`src/rtl/trace_retire_buffer.sv`:
```
// rtl/trace_retire_buffer.sv - retirement trace FIFO with sequence tagging and drop accounting
module trace_retire_buffer #(
    parameter int DEPTH = 8,
    parameter int CNTW  = 16
) (
    input  logic                     clk,
    input  logic                     rst_l,
    input  logic                     trace_valid_i,
    input  logic [31:0]              trace_pc_i,
    input  logic [31:0]              trace_insn_i,
    input  logic                     trace_exception_i,
    input  logic                     trace_interrupt_i,
    input  logic                     clear_i,
    output logic                     rec_valid_o,
    input  logic                     rec_ready_i,
    output logic [31:0]              rec_pc_o,
    output logic [31:0]              rec_insn_o,
    output logic                     rec_compressed_o,
    output logic                     rec_exception_o,
    output logic                     rec_interrupt_o,
    output logic [31:0]              rec_seq_o,
    output logic [$clog2(DEPTH):0]   level_o,
    output logic                     overflow_o,
    output logic [CNTW-1:0]          drop_cnt_o
);
    localparam int AW = $clog2(DEPTH);
    localparam int LW = AW + 1;

    typedef struct packed {
        logic [31:0] pc;
        logic [31:0] insn;
        logic        comp;
        logic        exc;
        logic        intr;
        logic [31:0] seq;
    } rec_t;

    rec_t            mem_q [DEPTH];
    logic [AW-1:0]   wr_ptr_q, wr_ptr_d, rd_ptr_q, rd_ptr_d;
    logic [LW-1:0]   level_q, level_d;
    logic [31:0]     seq_q, seq_d;
    logic            overflow_q, overflow_d;
    logic [CNTW-1:0] drop_cnt_q, drop_cnt_d;
    logic            full, pop, push, drop;
    rec_t            wr_rec, head;

    always_comb begin
        full = (level_q == LW'(DEPTH));
        pop  = (level_q != '0) && rec_ready_i;
        push = trace_valid_i && (!full || pop);
        drop = trace_valid_i && full && !pop;

        wr_rec.pc   = trace_pc_i;
        wr_rec.comp = (trace_insn_i[1:0] != 2'b11);
        wr_rec.insn = wr_rec.comp ? {16'b0, trace_insn_i[15:0]} : trace_insn_i;
        wr_rec.exc  = trace_exception_i;
        wr_rec.intr = trace_interrupt_i;
        wr_rec.seq  = seq_q;

        wr_ptr_d = push ? wr_ptr_q + AW'(1) : wr_ptr_q;
        rd_ptr_d = pop  ? rd_ptr_q + AW'(1) : rd_ptr_q;
        seq_d    = trace_valid_i ? seq_q + 32'd1 : seq_q;

        level_d = level_q;
        case ({push, pop})
            2'b10:   level_d = level_q + LW'(1);
            2'b01:   level_d = level_q - LW'(1);
            default: level_d = level_q;
        endcase

        // A drop coinciding with clear is still counted once after the clear.
        overflow_d = clear_i ? 1'b0 : (overflow_q || drop);
        if (clear_i)
            drop_cnt_d = drop ? CNTW'(1) : '0;
        else if (drop && !(&drop_cnt_q))
            drop_cnt_d = drop_cnt_q + CNTW'(1);
        else
            drop_cnt_d = drop_cnt_q;
    end

    always_ff @(posedge clk or negedge rst_l) begin
        if (!rst_l) begin
            wr_ptr_q   <= '0;
            rd_ptr_q   <= '0;
            level_q    <= '0;
            seq_q      <= '0;
            overflow_q <= 1'b0;
            drop_cnt_q <= '0;
        end else begin
            wr_ptr_q   <= wr_ptr_d;
            rd_ptr_q   <= rd_ptr_d;
            level_q    <= level_d;
            seq_q      <= seq_d;
            overflow_q <= overflow_d;
            drop_cnt_q <= drop_cnt_d;
        end
    end

    // Storage needs no reset: the head is masked to zero whenever the FIFO is empty.
    always_ff @(posedge clk) begin
        if (push)
            mem_q[wr_ptr_q] <= wr_rec;
    end

    assign head = (level_q != '0) ? mem_q[rd_ptr_q] : '0;

    assign rec_valid_o      = (level_q != '0);
    assign rec_pc_o         = head.pc;
    assign rec_insn_o       = head.insn;
    assign rec_compressed_o = head.comp;
    assign rec_exception_o  = head.exc;
    assign rec_interrupt_o  = head.intr;
    assign rec_seq_o        = head.seq;
    assign level_o          = level_q;
    assign overflow_o       = overflow_q;
    assign drop_cnt_o       = drop_cnt_q;
endmodule

```
`config.mk`:
```
export PLATFORM = sky130hd
export DESIGN_NAME = trace_retire_buffer
export DESIGN_NICKNAME = d
export VERILOG_FILES = /design/src/rtl/trace_retire_buffer.sv
export SDC_FILE = /design/constraint.sdc
export NUM_CORES = 1
export LEC_CHECK = 0
export ABC_AREA = 1
export CAP_MARGIN = 20
export CORE_ASPECT_RATIO = 1.4
export CORE_UTILIZATION = 40
export CTS_CLUSTER_DIAMETER = 40
export DETAILED_ROUTE_END_ITERATION = 6
export GPL_ROUTABILITY_DRIVEN = 0
export PLACE_DENSITY = 0.63
export SETUP_SLACK_MARGIN = 0.05
export SLEW_MARGIN = 15
export SYNTH_ARGS = -nofsm -noshare
export SYNTH_HDL_FRONTEND = slang
export SYNTH_SLANG_ARGS = --single-unit
```
`constraint.sdc`:
```
create_clock -name clk -period 5.4 [get_ports clk]
set_clock_uncertainty 0.15 [all_clocks]
set_input_delay 0.81 -clock clk [delete_from_list [all_inputs] [get_ports clk]]
set_output_delay 0.81 -clock clk [all_outputs]
set_load 0.02 [all_outputs]
```
==> flow_summary_export.csv, run 1 <==
group,metric,value,unit
finish,drive_gt1_share,8.336,%
finish,num-fill-cells,7500,
critical_path,cp_top_family,"buffers and inverters",
grt,grt_max_degree,141,
power_and_ir_drop,seq_power_share,35.5,%
timing,tightestPinTransition,1.082,ns
clock_network,worstSkewPairLatency,0.66,ns
critical_path,arrival,3.50,ns
yosys,synth-seq-cells,851,
clock_network,cts_resized,0,
finish,fin_nets,3039,
critical_path,cp-endpoint,"rec_insn_o[5]",
clock_network,cts_tree,"yes",
floorplanning,start_util,40.33,%
grt,antenna_found_initial,5,
yosys,synth-seq-area-share,73.12,%
finish,multi_input_area,8294,um2
power_and_ir_drop,swShare,36.14,%
clock_network,clockBufferDepth,3,
power_and_ir_drop,powerDensity,581.6,nW/um2
placement,place_ws,1.603,ns
route,first_iter_violations,1444,
timing,max-slew-margin-rel,27.86,%
grt,grt_pass1_wl,126300,um
worst_hold_path,hold_start,"overflow_o$_DFF_PN0_",
timing,setup_ws,0.9398,ns
critical_path,crit_path_top_delay_cell,"dfrtp_4",
timing,setup_viol,0,
yosys,synth_cells,2775,
placement,hpwl,43310,um
route,wl,82390,um
power_and_ir_drop,intPower,15.29,mW
placement,port-buffer-count,191,
grt,track_usage,18.80,%
power_and_ir_drop,total_power,23.95,mW
critical_path,reg2reg_to,"mem_q[6][6]$_DFFE_PP_",
critical_path,critPathMaxStageDelay,1.08,ns
floorplanning,rows,127,
route,ant_nets,0,
critical_path,crit_buf_inv,2,
flow_run,maxCapViolCount,0,
floorplanning,fp.dieW,250.4,um
route,drt-wirelength-per-cell,19.87,um
critical_path,r2r_slack,2.52,ns
floorplanning,core_region_area,85650,um2
critical_path,crit_chain,"buf_4, o21ai_0, o21ai_0, o21ai_0, nor2_1, clkdlybuf4s50_1",
yosys,synth.net_count,2851,
critical_path,worst-path-stages,6,
power_and_ir_drop,clkPwrFrac,29.5,%
finish,syn_to_final_growth,19.18,%
yosys,ys_warn_count,0,
critical_path,r2r_cells,6,
outcome,outcome,"complete, no violations",
clock_network,cts.clk_slew.worst_paths,0.06,ns
clock_network,root_buffer,"clkbuf_16",
timing,fmax,0.2242,GHz
yosys,synth.distinct_cells,30,
critical_path,crit_start,"rd_ptr_q[1]$_DFFE_PN0N_",
critical_path,startpoint_type,"flop",
timing,period_needed,4.460,ns
critical_path,r2r_start,"level_o[0]$_DFFE_PN0P_",
critical_path,path_common_cell,"o21ai_0",
power_and_ir_drop,netSwitchingPower,8.653,mW
floorplanning,die_area,87560,um2
timing,report.final.slew_viol_count,0,
clock_network,cts_made_buffers,106,
yosys,synth_area,34540,um2
timing,rsz0062_at_grt,"false",
worst_hold_path,hold_class,"reg2reg",
yosys,synth_area_per_cell,12.45,um2
floorplanning,die_h,349.7,um
critical_path,cp.required,4.44,ns
route,drc,0,
power_and_ir_drop,leakage,14.27,nW
finish,seqCellArea,25270,um2
critical_path,worstSetupPathType,"reg2out",
route,routed_via_density,5.262,
critical_path,cp_max_fo,78,
floorplanning,io_pins,192,
route,drt_pass1_iterations,5,
clock_network,postCtsSetupBuffers,0,
clock_network,cts.sinks,851,
timing,hold_viol,0,
power_and_ir_drop,irDropWorstVdd,0.0004528,V
route,vias,21820,
clock_network,holdBufCountCts,1,
timing,period_share,82.60,%
clock_network,htree_levels,3,
grt,grt-ovfl-total,0,
grt,grt_pass1_vias,21650,
critical_path,critPathCaptureType,"primary output",
power_and_ir_drop,combPwrFrac,35.0,%
==> cells in the mapped netlist <==
library cell | instances | area share, %
edfxtp_1 | 792 | 69
nor2_1 | 690 | 7.5
o21ai_0 | 378 | 5.5
nand2_1 | 217 | 2.4
o21ai_1 | 124 | 1.8
mux2i_1 | 99 | 2.9
o22ai_1 | 99 | 1.8
clkbuf_1 | 63 | 0.68
dfrtp_1 | 59 | 4.3
inv_1 | 59 | 0.64
buf_2 | 55 | 0.80
nand3_1 | 23 | 0.33
buf_6 | 20 | 0.65
buf_1 | 17 | 0.18
xor2_1 | 17 | 0.43
nand4_1 | 12 | 0.22
xnor2_1 | 10 | 0.25
nand3b_1 | 9 | 0.20
nor2_2 | 8 | 0.14
ha_1 | 5 | 0.18
o21bai_1 | 5 | 0.11
buf_4 | 3 | 0.065
inv_2 | 2 | 0.022
nand2_2 | 2 | 0.036
nor3_1 | 2 | 0.029
and2_1 | 1 | 0.018
inv_4 | 1 | 0.018
nor2_4 | 1 | 0.033
o21ai_2 | 1 | 0.025
or2_2 | 1 | 0.018
==> power groups by stage <==
stage	Sequential (mW)	Clock, mW	Combinational [mW]
final	8.49	7.06	8.39
after global routing	8.57	7.48	9.19
after CTS	8.50	7.20	8.52
after detailed placement	8.63	0	8.47
after global placement	8.61	0	8.44
after floorplan	8.52	0	5.27
==> layer usage <==
layer	wire, um	share of wire (%)	GRT usage, %	up-vias
met4	1834	2.2	6.072	8
li1	-	-	-	10330
met2	40970	50	32.24	542
met1	35440	43	24.10	10810
met5	56	0.068	0	-
met3	4091	5.0	3.325	137
==> sequential cells by signal, summed over array words and instances (netlist names) <==
signal / cells
rd_ptr_q: 3
seq_q: 32
level_o: 4
overflow_o: 1
wr_ptr_q: 3
mem_q: 792
drop_cnt_o: 16
==> worst min-delay path by stage <==
stage,cells past startpoint,endpoint,slack [ns]
floorplan,2,wr_ptr_q[0]$_DFFE_PN0P_,0.34
global placement,2,overflow_o$_DFF_PN0_,0.33
detailed placement,2,overflow_o$_DFF_PN0_,0.34
CTS,2,overflow_o$_DFF_PN0_,0.36
global route,2,overflow_o$_DFF_PN0_,0.40
finish,2,overflow_o$_DFF_PN0_,0.35
==> worst reg2reg max path, stage by stage, from the launching register on <==
cell and delay (ns):
dfrtp_1 0.44, nor2_1 0.13, nand3_1 0.14, nand2_1 0.19, or2_2 0.44, nor2_4 0.11, buf_4 0.75
==> cells by family after synthesis <==
family / count (synthesis) / share of synthesized area [%]
XOR/XNOR: 27 / 0.6845
adder cells (fa/ha/maj): 5 / 0.1811
AO/OA/AOI/OAI: 607 / 9.200
flip-flops: 851 / 73.12
multiplexers: 99 / 2.869
AND/OR/NAND/NOR: 966 / 10.88
buffers and inverters: 220 / 3.064
==> cell usage in the layout (no fill, tap or decap), types with 11 or more instances in the layout <==
cell type	synthesis	layout
inv_1	59	58
nand4_1	12	12
nor2_1	690	682
o21ai_0	378	378
mux2i_1	99	99
o21ai_1	124	124
clkinv_2	0	11
inv_6	0	15
clkdlybuf4s50_1	0	190
buf_4	3	37
dfrtp_1	59	56
o22ai_1	99	99
nand2_1	217	216
clkbuf_16	0	109
edfxtp_1	792	792
xor2_1	17	17
nand3_1	23	23
==> metrics by stage <==
step	instance area, um2	instances	TNS [ns]	utilization (%)	hold slack (ns)
floorplan	34550	2775	-329.80	-	0.3426
global placement	37540	3950	0	43.83	0.3302
detailed placement	37540	3950	0	43.83	0.3449
CTS	41160	4143	0	48.06	0.3586
global route	41160	4144	0	48.06	0.4036
finish	41170	4146	0	48.07	0.3536
==> final cells by class <==
class                   count  share of cell area (%)
flip-flops and latches    851                   61.38
multi-input cells        1704                   20.15
clock buffers             115                   6.680
repair buffers            238                   5.768
well taps                1096                   3.331
clock inverters            77                   2.085
inverters                  62                  0.5896
diodes                      3                 0.01823
No activity file was read; power rests on OpenSTA's default activity.
==> run 2: changes to the inputs <==
==> constraint.sdc (replaced) <==
create_clock -name clk -period 3.85 [get_ports clk]
set_clock_uncertainty 0.15 [all_clocks]
set_input_delay 0.5775 -clock clk [delete_from_list [all_inputs] [get_ports clk]]
set_output_delay 0.5775 -clock clk [all_outputs]
set_load 0.02 [all_outputs]
==> run 2 against run 1 <==
Sequential share of layout area down 0.80 points. Hold slack better by 0.0054 ns. Critical path depth up 1. Via count up 0.77%. Die area unchanged. Final cell count up 0.43%. Flip-flop and latch count unchanged. First-iteration DRC count up 9.7%. Critical endpoint is now rec_seq_o[31].
==> flow_summary_export.csv, run 2 (synthesis gave the netlist of run 1 again) <==
group,metric,value,unit
outcome,outcome,"complete, no violations",
timing,fmax,0.2700,GHz
timing,tightestPinTransition,0.7793,ns
placement,port-buffer-count,191,
critical_path,cp.required,3.12,ns
worst_hold_path,hold_class,"reg2reg",
floorplanning,die_area,87560,um2
clock_network,cts_made_buffers,98,
timing,hold_viol,0,
critical_path,r2r_cells,16,
worst_hold_path,hold_end,"overflow_o$_DFF_PN0_",
critical_path,worstSetupPathType,"reg2out",
finish,largest_reg_flops,792,
timing,max-slew-margin-rel,48.04,%
critical_path,critPathCaptureType,"primary output",
power_and_ir_drop,intPower,21.53,mW
floorplanning,die_h,349.7,um
timing,whs,0.3590,ns
timing,rsz0062_at_grt,"true",
power_and_ir_drop,clkPwrFrac,27.9,%
timing,period_needed,3.704,ns
finish,syn_to_final_growth,20.75,%
route,drc,0,
finish,drive_gt1_share,8.842,%
grt,grt_pass1_vias,21620,
clock_network,clockBufferDepth,3,
worst_hold_path,hold_start,"overflow_o$_DFF_PN0_",
timing,period_share,96.20,%
finish,top_register,"mem_q",
power_and_ir_drop,powerDensity,808.1,nW/um2
finish,fin_nets,3058,
power_and_ir_drop,irDropWorstVdd,0.0006731,V
critical_path,r2r_slack,1.13,ns
route,wl,83000,um
critical_path,crit_start,"rd_ptr_q[0]$_DFFE_PN0N_",
grt,grt_pass1_wl,125600,um
clock_network,cts_tree,"yes",
timing,setup_ws,0.1464,ns
grt,track_usage,18.70,%
clock_network,root_buffer,"clkbuf_16",
timing,report.final.slew_viol_count,0,
route,routed_via_density,5.280,
grt,antenna_found_initial,5,
finish,layout_common_cells,"edfxtp_1 (792), nor2_1 (677), o21ai_0 (378), nand2_1 (216), clkdlybuf4s50_1 (161)",
route,first_iter_violations,1584,
critical_path,reg2reg_to,"level_o[2]$_DFFE_PN0P_",
route,drt_pass1_iterations,5,
clock_network,cts.sinks,851,
route,drt-wirelength-per-cell,19.93,um
power_and_ir_drop,seq_power_share,34.9,%
finish,stdcell_area,41710,um2
floorplanning,fp.dieW,250.4,um
floorplanning,core_region_area,85650,um2
power_and_ir_drop,netSwitchingPower,12.18,mW
placement,hpwl,44320,um
route,vias,21990,
floorplanning,rows,127,
critical_path,arrival,2.98,ns
grt,grt-ovfl-total,0,
power_and_ir_drop,total_power,33.71,mW
floorplanning,io_pins,192,
clock_network,worstSkewPairLatency,0.67,ns
power_and_ir_drop,leakage,14.60,nW
critical_path,startpoint_type,"flop",
placement,place_ws,0.5395,ns
worst_hold_path,holdPathStages,2,
timing,setup_viol,0,
critical_path,cp_max_fo,55,
flow_run,maxCapViolCount,0,
clock_network,htree_levels,3,
grt,grt_max_degree,100,
critical_path,r2r_start,"level_o[0]$_DFFE_PN0P_",
power_and_ir_drop,swShare,36.13,%
power_and_ir_drop,combPwrFrac,37.1,%
clock_network,cts.clk_slew.worst_paths,0.06,ns
floorplanning,start_util,40.33,%
route,ant_nets,0,
placement,post_dp_cell_area,37990,um2
finish,mostFrequentLayoutCell,"edfxtp_1",
run 2: worst max-delay path by stage:
stage                                  endpoint  slack, ns  cells after the start
after floorplan           mem_q[4][0]$_DFFE_PP_      -0.50                      5
after global placement             rec_pc_o[22]       0.54                      9
after detailed placement           rec_pc_o[22]       0.54                      9
after CTS                           rec_pc_o[9]       0.03                      9
after global routing              rec_seq_o[31]       0.01                      7
final                             rec_seq_o[31]       0.15                      7
run 2: power groups by stage:
stage / clock, mW / combinational [mW] / sequential [mW]
after global routing: 9.95 / 13.7 / 11.9
after global placement: 0 / 12.2 / 12.0
after detailed placement: 0 / 12.3 / 12.0
after floorplan: 0 / 7.41 / 11.9
final: 9.41 / 12.5 / 11.8
after CTS: 9.59 / 12.5 / 11.8
run 2: repair_timing:
action	CTS	global route
endpoints found under the setup margin	85	60
resized for setup	29	25
buffers inserted	5	2
gates cloned	1	3
hold buffers	1	0
pin swaps	0	0
endpoints found under the hold margin	28	0
run 2: worst max-delay path, cell delays in order (launching register included):
cell	delay, ns
dfrtp_4	0.58
clkinv_16	0.17
buf_4	0.30
o21ai_0	0.12
o21ai_0	0.08
o21ai_0	0.09
nor2_1	0.25
clkdlybuf4s50_1	0.66
run 2: cell type report:
cell class	count	area, um2
Antenna cell	3	7.507
Clock inverter	72	843.3
Inverter	62	261.5
Timing Repair Buffer	265	3109
Sequential cell	851	25270
Tap cell	1096	1371
Clock buffer	111	2532
Fill cell	7368	43940
Multi-Input combinational cell	1704	8315
run 2: metal layers:
metal / wire (um) / GRT usage (%) / part of all wire, % / vias to the layer above
met5: 13 / 0 / 0.016 / -
met4: 2074 / 6.661 / 2.5 / 2
met3: 4783 / 3.295 / 5.8 / 140
met2: 42260 / 32.96 / 51 / 644
met1: 33860 / 22.96 / 41 / 10840
li1: - / - / - / 10370
run 2: metrics by stage:
stage / utilization, % / TNS [ns] / cells
3_3_place_gp: 44.35 / 0 / 3966
4_1_cts: 48.46 / 0 / 4156
5_1_grt: 48.70 / 0 / 4164
2_1_floorplan: - / -197.95 / 2775
6_report: 48.70 / 0 / 4164
3_5_place_dp: 44.35 / 0 / 3966
